## src/rtl/fft_pkg.sv

```systemverilog
// Shared fixed-point constants and types for the radix-3^2 FFT datapath.
// TWIDDLE_CONJ_EN selects the conjugate (inverse-FFT) twiddle table.
package fft_pkg;

    localparam int DW    = 16;
    localparam int Q     = 15;
    localparam int ROUND = 1 << 14;

    localparam logic [15:0] W9_1_RE = 16'h620E;
    localparam logic [15:0] W9_1_IM = 16'hADB9;
    localparam logic [15:0] W9_2_RE = 16'h163A;
    localparam logic [15:0] W9_2_IM = 16'h81F2;
    localparam logic [15:0] W9_4_RE = 16'h87B8;
    localparam logic [15:0] W9_4_IM = 16'hD439;

    localparam logic signed [15:0] SAT_MAX = 16'sh7FFF;
    localparam logic signed [15:0] SAT_MIN = 16'sh8000;

    typedef struct packed {
        logic [DW-1:0] re;
        logic [DW-1:0] im;
    } cplx_t;

    // Conjugating a twiddle only flips the sign of its imaginary part.
    function automatic logic [DW-1:0] tw_im(input logic [DW-1:0] im);
`ifdef TWIDDLE_CONJ_EN
        tw_im = 16'h0000 - im;
`else
        tw_im = im;
`endif
    endfunction

endpackage

```

## src/rtl/cmul_q15.sv

```systemverilog
// Two-stage Q1.15 complex multiplier with exact bypass, round-half-up and
// saturation; s1_en/s2_en let the caller stall each stage independently.
module cmul_q15 #(
    parameter int DW = 16,
    parameter int PW = 2 * DW + 1
) (
    input  logic          clk,
    input  logic          rst,
    input  logic          s1_en,
    input  logic          s2_en,
    input  logic          bypass,
    input  logic [DW-1:0] a_re,
    input  logic [DW-1:0] a_im,
    input  logic [DW-1:0] b_re,
    input  logic [DW-1:0] b_im,
    output logic [DW-1:0] y_re,
    output logic [DW-1:0] y_im,
    output logic          sat
);
    import fft_pkg::*;

    logic signed [2*DW-1:0] ar_s, ai_s, br_s, bi_s;
    logic signed [2*DW-1:0] p_rr_s, p_ii_s, p_ri_s, p_ir_s;
    logic signed [2*DW-1:0] p_rr_r, p_ii_r, p_ri_r, p_ir_r;
    logic                   bypass_r;
    logic signed [PW-1:0]   rnd_s, sum_re_s, sum_im_s, sh_re_s, sh_im_s;
    logic [DW:0]            lim_re_s, lim_im_s;

    // Clamp a rounded sum into Q1.15; the MSB of the result flags a clip.
    function automatic logic [DW:0] sat_q15(input logic signed [PW-1:0] v);
        if (v > PW'(SAT_MAX)) begin
            sat_q15 = {1'b1, SAT_MAX};
        end else if (v < PW'(SAT_MIN)) begin
            sat_q15 = {1'b1, SAT_MIN};
        end else begin
            sat_q15 = {1'b0, v[DW-1:0]};
        end
    endfunction

    // Partial products; bypass scales the sample so rounding returns it exactly.
    always_comb begin
        ar_s = (2*DW)'(signed'(a_re));
        ai_s = (2*DW)'(signed'(a_im));
        br_s = (2*DW)'(signed'(b_re));
        bi_s = (2*DW)'(signed'(b_im));
        if (bypass) begin
            p_rr_s = ar_s <<< Q;
            p_ii_s = '0;
            p_ri_s = '0;
            p_ir_s = ai_s <<< Q;
        end else begin
            p_rr_s = ar_s * br_s;
            p_ii_s = ai_s * bi_s;
            p_ri_s = ar_s * bi_s;
            p_ir_s = ai_s * br_s;
        end
    end

    // Stage 1 register: products and bypass flag.
    always_ff @(posedge clk) begin
        if (rst) begin
            p_rr_r   <= '0;
            p_ii_r   <= '0;
            p_ri_r   <= '0;
            p_ir_r   <= '0;
            bypass_r <= 1'b0;
        end else if (s1_en) begin
            p_rr_r   <= p_rr_s;
            p_ii_r   <= p_ii_s;
            p_ri_r   <= p_ri_s;
            p_ir_r   <= p_ir_s;
            bypass_r <= bypass;
        end else begin
            bypass_r <= bypass_r;
        end
    end

    // Combine, round and saturate the stage-1 products.
    always_comb begin
        rnd_s    = bypass_r ? PW'(0) : PW'(ROUND);
        sum_re_s = PW'(p_rr_r) - PW'(p_ii_r) + rnd_s;
        sum_im_s = PW'(p_ri_r) + PW'(p_ir_r) + rnd_s;
        sh_re_s  = sum_re_s >>> Q;
        sh_im_s  = sum_im_s >>> Q;
        lim_re_s = sat_q15(sh_re_s);
        lim_im_s = sat_q15(sh_im_s);
    end

    assign sat = lim_re_s[DW] | lim_im_s[DW];

    // Stage 2 register: final lane result, held while downstream stalls.
    always_ff @(posedge clk) begin
        if (rst) begin
            y_re <= '0;
            y_im <= '0;
        end else if (s2_en) begin
            y_re <= lim_re_s[DW-1:0];
            y_im <= lim_im_s[DW-1:0];
        end else begin
            y_im <= y_im;
        end
    end

endmodule

```

## src/rtl/twiddle_mult_stage.sv

```systemverilog
// Applies W9^k to lane 1 and W9^2k to lane 2 of each radix-3 butterfly triple.
// Define TWIDDLE_CONJ_EN for the conjugate (inverse-FFT) twiddle direction.
module twiddle_mult_stage #(
    parameter int DW = 16,
    parameter int PW = 2 * DW + 1
) (
    input  logic          clk,
    input  logic          rst,
    input  logic          in_valid,
    output logic          in_ready,
    input  logic          in_sof,
    input  logic [DW-1:0] x0_re,
    input  logic [DW-1:0] x0_im,
    input  logic [DW-1:0] x1_re,
    input  logic [DW-1:0] x1_im,
    input  logic [DW-1:0] x2_re,
    input  logic [DW-1:0] x2_im,
    output logic          out_valid,
    input  logic          out_ready,
    output logic [DW-1:0] y0_re,
    output logic [DW-1:0] y0_im,
    output logic [DW-1:0] y1_re,
    output logic [DW-1:0] y1_im,
    output logic [DW-1:0] y2_re,
    output logic [DW-1:0] y2_im,
    output logic [1:0]    out_k,
    output logic          sat_flag
);
    import fft_pkg::*;

    logic [1:0]    k_r, k_used_s, k_next_s, s1_k_r, out_k_r;
    logic          s1_valid_r, out_valid_r, sat_flag_r;
    logic          s2_load_s, in_ready_s, in_fire_s, s1_move_s;
    logic          bypass_s, sat1_s, sat2_s;
    cplx_t         tw1_s, tw2_s;
    logic [DW-1:0] x0_re_r, x0_im_r, y0_re_r, y0_im_r;

    // Exponent 0 is never looked up: that lane runs in bypass instead.
    function automatic cplx_t twiddle(input logic [2:0] e);
        case (e)
            3'd1:    twiddle = '{re: W9_1_RE, im: tw_im(W9_1_IM)};
            3'd2:    twiddle = '{re: W9_2_RE, im: tw_im(W9_2_IM)};
            3'd4:    twiddle = '{re: W9_4_RE, im: tw_im(W9_4_IM)};
            default: twiddle = '{re: 16'h0000, im: 16'h0000};
        endcase
    endfunction

    // Twiddle index for the beat being offered and its successor.
    always_comb begin
        k_used_s = in_sof ? 2'd0 : k_r;
        if (k_used_s == 2'd2) begin
            k_next_s = 2'd0;
        end else begin
            k_next_s = k_used_s + 2'd1;
        end
        bypass_s = (k_used_s == 2'd0);
        tw1_s    = twiddle({1'b0, k_used_s});
        tw2_s    = twiddle({k_used_s, 1'b0});
    end

    // Handshake: S2 loads when empty or draining; S1 follows S2.
    always_comb begin
        s2_load_s  = !out_valid_r || out_ready;
        in_ready_s = !s1_valid_r || s2_load_s;
        in_fire_s  = in_valid && in_ready_s;
        s1_move_s  = s1_valid_r && s2_load_s;
    end

    // Control state, lane-0 delay line and sticky saturation flag.
    always_ff @(posedge clk) begin
        if (rst) begin
            k_r         <= 2'd0;
            s1_valid_r  <= 1'b0;
            out_valid_r <= 1'b0;
            s1_k_r      <= 2'd0;
            out_k_r     <= 2'd0;
            x0_re_r     <= '0;
            x0_im_r     <= '0;
            y0_re_r     <= '0;
            y0_im_r     <= '0;
            sat_flag_r  <= 1'b0;
        end else begin
            if (in_fire_s) begin
                k_r     <= k_next_s;
                s1_k_r  <= k_used_s;
                x0_re_r <= x0_re;
                x0_im_r <= x0_im;
            end
            if (in_ready_s) begin
                s1_valid_r <= in_valid;
            end
            if (s2_load_s) begin
                out_valid_r <= s1_valid_r;
            end
            if (s1_move_s) begin
                out_k_r    <= s1_k_r;
                y0_re_r    <= x0_re_r;
                y0_im_r    <= x0_im_r;
                sat_flag_r <= sat_flag_r | sat1_s | sat2_s;
            end
        end
    end

    cmul_q15 #(.DW(DW), .PW(PW)) u_lane1 (
        .clk    (clk),
        .rst    (rst),
        .s1_en  (in_fire_s),
        .s2_en  (s1_move_s),
        .bypass (bypass_s),
        .a_re   (x1_re),
        .a_im   (x1_im),
        .b_re   (tw1_s.re),
        .b_im   (tw1_s.im),
        .y_re   (y1_re),
        .y_im   (y1_im),
        .sat    (sat1_s)
    );

    cmul_q15 #(.DW(DW), .PW(PW)) u_lane2 (
        .clk    (clk),
        .rst    (rst),
        .s1_en  (in_fire_s),
        .s2_en  (s1_move_s),
        .bypass (bypass_s),
        .a_re   (x2_re),
        .a_im   (x2_im),
        .b_re   (tw2_s.re),
        .b_im   (tw2_s.im),
        .y_re   (y2_re),
        .y_im   (y2_im),
        .sat    (sat2_s)
    );

    assign in_ready  = in_ready_s;
    assign out_valid = out_valid_r;
    assign out_k     = out_k_r;
    assign y0_re     = y0_re_r;
    assign y0_im     = y0_im_r;
    assign sat_flag  = sat_flag_r;

endmodule

```

## config.mk

```make
export PLATFORM = sky130hd
export DESIGN_NAME = twiddle_mult_stage
export DESIGN_NICKNAME = d
export VERILOG_FILES = /design/src/rtl/fft_pkg.sv /design/src/rtl/cmul_q15.sv /design/src/rtl/twiddle_mult_stage.sv
export SDC_FILE = /design/constraint.sdc
export NUM_CORES = 2
export LEC_CHECK = 0
export BUFFER_PORTS_ARGS = -buffer_cell sky130_fd_sc_hd__buf_2
export CORE_ASPECT_RATIO = 1.1
export CORE_MARGIN = 2
export CORE_UTILIZATION = 60
export DETAILED_ROUTE_END_ITERATION = 6
export PLACE_DENSITY_LB_ADDON = 0.08
export SLEW_MARGIN = 5
export SYNTH_ARGS = -nofsm -noshare
export SYNTH_HDL_FRONTEND = slang
export SYNTH_SLANG_ARGS = --single-unit
```

## constraint.sdc

```tcl
create_clock -name clk -period 7.8 [get_ports clk]
set_clock_uncertainty 0.15 [all_clocks]
set_input_delay 0.39 -clock clk [delete_from_list [all_inputs] [get_ports clk]]
set_output_delay 0.39 -clock clk [all_outputs]
set_load 0.005 [all_outputs]
```

==> flow_summary.toml <==
[routing]
drcViolationCount = 0
wire_per_inst_microns = 20.8
vias = 61300
drt-initial-drc-count = 4023
totalWireLength_microns = 228000
ant_nets = 0
dr.pass1.iters = 6
viasPerCell = 5.60

[synthesis]
synthCells = 8897
syn-mean-instance-area_sq_um = 8.77
ys_seq_elements = 387
yosysWarnings = 0
yosys_most_used_dff = "dfxtp_1"
syn-num-nets = 11500
seq_area_frac_synth_pct = 9.93
mappedNetlistArea_sq_mm = 0.0781
async_flop_share_pct = 0
synth_cell_type_count = 89
synth_edf_count = 0

[floorplanning]
coreArea_sq_mm = 0.129
die_area_sq_mm = 0.133
io_pins = 202
die_h_microns = 382
die_w_microns = 348
initial_core_util_pct = 60.6
rows = 138

[cts]
cts_root_buffer = "clkbuf_16"
cts.path.max_buffers = 3
tritoncts = "built"
cts.clk_slew.worst_paths_ns = 0.07
cts.sinks = 387
cts_buffers = 49
h-tree-depth = 2
clock_latency_ns = 0.68

[setup_path]
cp_max_fo = 27
path_delay_family = "adder cells"
path_class = "reg2reg"
start_kind = "register"
end_kind = "register"
worstPathArrival_ns = 7.85
max_stage_delay_ns = 0.52
cp_slowest_cell = "fa_1"
path_common_cell = "fa_1"
cp.required_ns = 8.17
cp_num_buf_inv = 7

[power]
power-per-cell-area_mw_per_mm2 = 115
ir_drop_mv = 0.173
p_leak_uw = 0.0466

[grt]
grt_pass1_wl_microns = 358000
grt_pass1_vias = 64500
overflow = 0
grt_max_degree = 139
grt_antenna_before_repair = 8
grtUsageTotal_pct = 35.0

[place]
dpl.hpwl_microns = 191000
gp_congestion = 0.972
placed_cell_area_sq_mm = 0.0825
place_inst = 10800
io_buffer_count = 201

[final_layout]
fin_nets = 11800
layout-drive-gt1-share_pct = 7.33
design_area_sq_mm = 0.0850
area_delta_synth_final_pct = 8.87
finalNonFillerCells = 10900
mostFrequentLayoutCell = "inv_1"
most-common-layout-cells = "inv_1 (2,191), ha_1 (1,278), fa_1 (1,218)"

[job]
maxCapViolations = 0

[sta]
finalHoldViolations = 0
final-setup-viol-count = 0
slew_headroom_pct = 22.3
slew_violations = 0
tightest_slew_ns = 1.16
period_minus_slack_ns = 7.47
fin_crit_sh_pct = 95.8
max_freq_ghz = 0.134

[outcome]
status = "finished, final reports clean"

[worst_hold_path]
hp-class = "in2reg"
==> metrics by stage <==
| stage | setup TNS [ns] | worst slack, ns | util (%) | hold WS [ns] | total power (uW) |
|---|---|---|---|---|---|
| floorplan | 0 | 0.0350 | - | 0.275 | 5580 |
| global placement | 0 | 0.0383 | 64.1 | 0.285 | 7010 |
| detailed placement | -0.164 | -0.0782 | 64.1 | 0.292 | 7100 |
| CTS | 0 | 0.107 | 65.9 | 0.00820 | 9820 |
| global route | -0.0192 | -0.0111 | 66.0 | 0.0499 | 10500 |
| finish | 0 | 0.327 | 66.0 | 0.0492 | 9790 |
==> flip-flops by register name, summed over array words and instances (netlist names), 2 cells and up <==
register and cells:
y0_im 16, u_lane1.p_ri_r 31, u_lane1.y_re 16, u_lane1.p_ii_r 32, out_k 2, u_lane1.p_rr_r 31
x0_re_r 16, u_lane1.y_im 16, u_lane2.y_re 16, y0_re 16, u_lane2.p_ii_r 32, u_lane2.p_ir_r 31
u_lane2.y_im 16, s1_k_r 2, u_lane1.p_ir_r 31, k_r 2, u_lane2.p_rr_r 31, u_lane2.p_ri_r 31
x0_im_r 16
==> synthesized netlist by cell type (9+ instances only) <==
master / number / area [sq um]
nor3_1: 80 / 400
ha_1: 1281 / 16000
or3_1: 37 / 231
nor2_1: 451 / 1690
buf_1: 24 / 90.1
fa_1: 1218 / 24400
a22o_1: 9 / 78.8
inv_1: 2198 / 8250
a21oi_2: 11 / 96.3
clkbuf_1: 246 / 923
o31ai_1: 10 / 75.1
o21bai_1: 44 / 330
and3_1: 77 / 482
or2_2: 9 / 56.3
a211o_1: 14 / 123
o22ai_1: 21 / 131
o21ai_0: 314 / 1570
a32o_1: 9 / 90.1
mux2i_1: 9 / 90.1
maj3_1: 18 / 180
nand3_1: 90 / 450
o211ai_1: 20 / 150
nand2b_1: 38 / 238
xnor2_1: 279 / 2440
nand4_1: 25 / 156
xor2_1: 173 / 1520
a22oi_1: 56 / 420
a2111oi_0: 16 / 140
nand2_1: 592 / 2220
a211oi_1: 44 / 330
o21a_1: 40 / 300
a21o_1: 141 / 1060
a21oi_1: 457 / 2290
a41oi_1: 12 / 105
nor4_1: 13 / 81.3
o2111ai_1: 9 / 78.8
dfxtp_1: 387 / 7750
nand3b_1: 9 / 67.6
nor2b_1: 68 / 425
and2_1: 160 / 1000
a31o_2: 16 / 140
a31oi_1: 41 / 257
==> layout make-up <==
type,count,area [sq um]
diodes,2,5.00
clock buffers,61,1290
clock inverters,30,553
fillers,11100,43800
inverters,2199,8260
multi-input cells,6026,61100
flip-flops and latches,387,7750
well taps,1680,2100
repair buffers,560,3940
==> report_power, final <==
part	internal, uW	total [uW]	switching [uW]
logic	1930	4930	3010
clock network	1600	2670	1070
registers	2080	2180	102
total	5610	9790	4180
==> final timing paths <==
| kind | startpoint | to | slack (ns) | depth (start not counted) |
|---|---|---|---|---|
| max | k_r[1] | u_lane1.p_ri_r[29] | 0.33 | 29 |
| min | x2_im[10] | u_lane2.p_ir_r[25] | 0.05 | 3 |
| max reg2reg | k_r[1] | u_lane1.p_ri_r[29] | 0.33 | 29 |
| min reg2reg | x0_re_r[10] | y0_re[10] | 0.28 | 2 |
==> what timing repair did <==
item	in CTS	in global routing
hold buffers	45	0
setup endpoints to repair	0	22
buffers inserted	0	9
gates resized for setup	0	29
hold endpoints to repair	86	0
==> cell families (layout without fill, tap and decap cells) <==
logic type                 after synthesis  after routing  share of synthesized area, %
AOI/OAI and AO/OA                     1366           1366                          10.9
xor gates and xnor gates               452            452                          5.07
adders and majority gates             2517           2517                          52.0
buffers and inverters                 2484           2850                          12.0
DFF                                    387            387                          9.93
muxes                                   10             10                         0.130
other                                    0              2                             0
and+or+nand+nor                       1681           1681                          9.96
==> worst min-delay path, stage by stage <==
cell	delay, ns
buf_2	0.18
o211ai_1	0.18
a21oi_1	0.06
==> layer usage <==
metal	track usage, %	vias to the layer above	routed length (microns)
met2	62.6	1644	115000
met4	17.2	6	13400
met5	0	-	34
met3	3.54	463	10900
li1	-	28700	-
met1	41.9	30500	89100
Power figures use the tool's default switching activity.
